## config.mk

```make
export PLATFORM = sky130hd
export DESIGN_NAME = uart_rx
export DESIGN_NICKNAME = d
export VERILOG_FILES = /design/src/rtl/uart_rx.sv
export SDC_FILE = /design/constraint.sdc
export NUM_CORES = 1
export LEC_CHECK = 0
export CORE_MARGIN = 2
export CORE_UTILIZATION = 56
export DETAILED_ROUTE_END_ITERATION = 6
export PLACE_DENSITY = 0.78
export SYNTH_ARGS = -nofsm -noshare
export SYNTH_HDL_FRONTEND = slang
export SYNTH_SLANG_ARGS = --single-unit
```

## constraint.sdc

```tcl
create_clock -name clk -period 2 [get_ports clk]
set_input_delay 0.3 -clock clk [delete_from_list [all_inputs] [get_ports clk]]
set_output_delay 0.3 -clock clk [all_outputs]
set_load 0.01 [all_outputs]
```

## src/rtl/uart_rx.sv

```systemverilog
// UART receiver: 2-flop synchronised line, start-edge detect, centre sampling, registered result pulses.
// Optional even-parity bit enabled by defining UART_RX_PARITY_EN.
module uart_rx #(
  parameter int CLK_FREQUENCY = 50_000_000,
  parameter int BAUD_RATE     = 115_200,
  parameter int DATA_BITS     = 7
) (
  input  logic                 clk,
  input  logic                 reset,
  input  logic                 received_bit,
  output logic [DATA_BITS-1:0] received_data,
  output logic                 data_valid,
  output logic                 framing_error,
  output logic                 parity_error,
  output logic                 busy
);

  localparam int baud_divider = CLK_FREQUENCY / BAUD_RATE;
  localparam int half_divider = baud_divider / 2;
  localparam int CW = (baud_divider > 1) ? $clog2(baud_divider) : 1;
  localparam int IW = (DATA_BITS > 1) ? $clog2(DATA_BITS) : 1;

  localparam logic [CW-1:0] BAUD_LAST = CW'(baud_divider - 1);
  localparam logic [CW-1:0] HALF_LAST = CW'(half_divider - 1);
  localparam logic [IW-1:0] IDX_LAST  = IW'(DATA_BITS - 1);

  localparam logic [2:0] IDLE      = 3'd0;
  localparam logic [2:0] START     = 3'd1;
  localparam logic [2:0] DATA      = 3'd2;
`ifdef UART_RX_PARITY_EN
  localparam logic [2:0] PARITY    = 3'd3;
`endif
  localparam logic [2:0] STOP      = 3'd4;
  localparam logic [2:0] WAIT_HIGH = 3'd5;

  logic [1:0]           sync;
  logic                 rx_sync;
  logic [2:0]           state;
  logic [2:0]           state_next;
  logic [CW-1:0]        count;
  logic [IW-1:0]        index;
  logic [DATA_BITS-1:0] shift;
  logic                 count_clear;

  assign rx_sync = sync[1];

  always_comb begin
    state_next = state;
    case (state)
      IDLE:      if (!rx_sync) state_next = START;
      START:     if (count == HALF_LAST) state_next = rx_sync ? IDLE : DATA;
      DATA:
        if (count == BAUD_LAST && index == IDX_LAST) begin
`ifdef UART_RX_PARITY_EN
          state_next = PARITY;
`else
          state_next = STOP;
`endif
        end
`ifdef UART_RX_PARITY_EN
      PARITY:    if (count == BAUD_LAST) state_next = STOP;
`endif
      STOP:      if (count == BAUD_LAST) state_next = rx_sync ? IDLE : WAIT_HIGH;
      WAIT_HIGH: if (rx_sync) state_next = IDLE;
      default:   state_next = IDLE;
    endcase
  end

  // The counter restarts on every state change and on each bit period within DATA.
  assign count_clear = (state == IDLE) || (state_next != state) || (count == BAUD_LAST);

`ifdef UART_RX_PARITY_EN
  logic parity_bad;

  always_ff @(posedge clk) begin
    if (reset) begin
      parity_bad   <= 1'b0;
      parity_error <= 1'b0;
    end else begin
      parity_error <= 1'b0;
      if (state == PARITY && count == BAUD_LAST)
        parity_bad <= rx_sync ^ (^shift);
      if (state == STOP && count == BAUD_LAST && rx_sync && parity_bad)
        parity_error <= 1'b1;
    end
  end
`else
  logic parity_bad;
  assign parity_bad   = 1'b0;
  assign parity_error = 1'b0;
`endif

  always_ff @(posedge clk) begin
    if (reset) begin
      sync          <= '1;
      state         <= IDLE;
      count         <= '0;
      index         <= '0;
      shift         <= '0;
      received_data <= '0;
      data_valid    <= 1'b0;
      framing_error <= 1'b0;
      busy          <= 1'b0;
    end else begin
      sync          <= {sync[0], received_bit};
      state         <= state_next;
      busy          <= (state_next != IDLE);
      data_valid    <= 1'b0;
      framing_error <= 1'b0;
      count         <= count_clear ? '0 : count + CW'(1);

      case (state)
        START: index <= '0;
        DATA:
          if (count == BAUD_LAST) begin
            shift <= {rx_sync, shift[DATA_BITS-1:1]};
            index <= (index == IDX_LAST) ? '0 : index + IW'(1);
          end
        STOP:
          if (count == BAUD_LAST) begin
            if (!rx_sync) begin
              framing_error <= 1'b1;
            end else if (!parity_bad) begin
              received_data <= shift;
              data_valid    <= 1'b1;
            end
          end
        default: ;
      endcase
    end
  end

endmodule

```

==> results.cfg, run 1 <==
[logic_synthesis]
synth_most_common_cell = dfxtp_1
synth_seq_cells = 34
synthesis.nets = 171
synth_top_area_share_pct = 44.1
synth_ff_type = dfxtp_1
ys_async_sr_fraction_pct = 0
syn_avg_cell_area_um2 = 9.35
netlist_area_um2 = 1540
ys_seq_area_share_pct = 44.1
synth_edf_count = 0
synth_largest_area_cell = dfxtp_1
ys_top_cells_by_count = 34 x dfxtp_1, 30 x nor2_1, 14 x mux2i_1
synth_cell_type_count = 41
yosysWarnings = 0
syn_inst = 165
synth_area_leaders = dfxtp_1 44%, mux2i_1 9.1%, nor2_1 7.3%, nand4_4 2.8%, a21oi_1 2.6%

[timing]
fin_crit_ps = 1820
period_share_pct = 90.9
worst_slew_pin_slew_ps = 553
finalHoldViolCount = 0
tns_ps = 0
slew-limit-headroom_pct = 63.1
layout_setup_ws_ps = 182
rsz0062_at_grt = no
finClkSkew_ps = 5.48
drv_slew = 0
finalSetupViolations = 0
max_freq_mhz = 550

[grt]
grt_pass1_vias = 1079
globalRouteTotalUtil_pct = 19.2
grt_pass1_wl_um = 4710
gr-total-overflow = 0
grt_max_degree = 26
antenna_found_initial = 0

[detailed_routing]
firstDrtPassIters = 4
drc = 0
post_drt_wl_per_cell_um = 13.0
vias = 1156
drtIter0Drc = 27
via_per_inst = 5.58
drt_wl_total_um = 2690
postRouteAntennaNets = 0

[cts]
cts_buffers = 5
cts_tree = built
post_cts_buffers = 0
htreeDepth = 2
cts.path.max_buffers = 2
clockRootBuffer = clkbuf_4
clk_latency_ps = 330
clock-sinks = 34
cts_resized = 0
cts_hold_buffers = 0
cts.clk_slew.worst_paths_ps = 100

[setup_path]
rr_endpoint = index[2]
crit_chain = ha_1 > and4bb_4 > nand4_4 > buf_4 > nor2_4 > a21oi_2 > a311oi_2
reg2reg_from = count[0]
critPathLaunchType = flop
worstPathMaxFanout = 8
cpLargestDelayFamily = simple AND/OR/NAND/NOR gates
slowest_delay_ps = 400
rr_worst_depth = 7
worstPathRequired_ps = 2240
crit_arrival_ps = 2060
r2r_slack_ps = 180
critPathBufInv = 1
crit_slowest_cell = dfxtp_1
crit_path_end_kind = flop
critPathKind = reg2reg

[floorplanning]
rows = 19
die_area_um2 = 3190
start_util_pct = 57.4
io_pins = 14
die_h_um = 56.5
coreArea_um2 = 2690
die-width_um = 56.5

[power_and_ir_drop]
ir_drop_uv = 578
p_leak_nw = 0.737
p_per_area_nw_per_um2 = 707

[min_path]
min_from = sync[0]
min_to = sync[1]
hold_depth = 1
min_path_type = reg2reg

[placed_design]
gp_congestion = 0.779
dp_hpwl_um = 1900
numPortBuffers = 12
post-place-ws_ps = 231

[finish]
multi_input_area_um2 = 779
antennaDiodeCount = 0
fillerInstances = 233
area_growth_pct = 12.9
final-seq-area_um2 = 681
drive_above_1_share_pct = 10.2
layout.nets = 182

[status]
outcome = finished clean

[job]
drv_cap = 0
-- state kept, by name, indices dropped and copies added, names as in the netlist --
name,cells
received_data,7
framing_error,1
state,3
count,9
sync,2
busy,1
data_valid,1
shift,7
index,3
-- metal layers --
metal	track usage, %	wire length, um	up-vias
met4	8.84	53	0
met5	0	0	-
met3	7.37	102	4
met2	28.9	1240	14
met1	24.3	1290	549
li1	-	-	589
-- where the power goes --
part	total, mW	internal (mW)	switching [mW]
clock	0.505	0.291	0.214
sequential	0.688	0.681	0.00674
combinational	0.0382	0.0160	0.0222
total	1.23	0.988	0.243
-- placed cells by master, fill, tap and decap left out, types with 2 or more instances in the layout --
cell,count
xnor2_1,4
xor2_1,2
and4b_1,2
dfxtp_1,34
inv_1,7
nand4_4,2
a21oi_1,8
a21o_1,2
nand2_1,6
nand3_1,5
ha_1,3
or3_1,2
or2_2,3
clkdlybuf4s50_1,12
o21ai_0,3
nor4b_1,2
nor2_1,30
and3_1,3
mux2i_1,14
buf_4,2
a31oi_1,4
nor3_1,2
clkbuf_4,5
-- final cells by class --
cell class                 instances  share of cell area [%]
tap                               31                    2.23
clock buffer                       6                    2.95
inverter                           7                    1.51
sequential                        34                    39.1
multi-input combinational        114                    44.8
clock inverter                     1                    1.72
timing repair buffer              14                    7.76
-- logic make-up (layout without fill, tap and decap cells) --
group	after synthesis	in the layout	synth area share [%]
and+or+nand+nor	64	64	23.8
DFF	34	34	44.1
muxes	15	15	9.81
other	1	1	0.243
buffers and inverters	17	28	5.35
AOI/OAI and AO/OA	25	25	10.9
adders and majority gates	3	3	2.43
xor gates and xnor gates	6	6	3.41
-- stage by stage --
stage                     utilization, %  cells  total power [mW]  area (um2)  hold slack, ps
after floorplan                        -    165             0.731        1540             389
after global placement              61.8    200             0.741        1660             404
after detailed placement            61.8    200             0.741        1660             401
after CTS                           64.8    207              1.25        1740             428
after global routing                64.8    207              1.28        1740             442
final                               64.8    207              1.23        1740             427
-- worst max path at each step --
stage / from / end / depth (start not counted)
2_1_floorplan: count[0] / received_data[0] / 6
3_3_place_gp: count[0] / index[2] / 7
3_5_place_dp: count[0] / index[2] / 7
5_1_grt: count[0] / index[2] / 7
4_1_cts: count[0] / index[2] / 7
6_report: count[0] / index[2] / 7
Note: power is estimated with default switching activity, not from simulation.
==> inputs of run 2 (changes only) <==
--- a/config.mk
+++ b/config.mk
@@ -7,8 +7,10 @@
 export LEC_CHECK = 0
 export CORE_MARGIN = 2
 export CORE_UTILIZATION = 56
+export CTS_CLUSTER_DIAMETER = 150
 export DETAILED_ROUTE_END_ITERATION = 6
 export PLACE_DENSITY = 0.78
+export SKIP_LAST_GASP = 1
 export SYNTH_ARGS = -nofsm -noshare
 export SYNTH_HDL_FRONTEND = slang
 export SYNTH_SLANG_ARGS = --single-unit
==> results of run 2 <==
Final layout, timing and power as in run 1 (identical DEF).
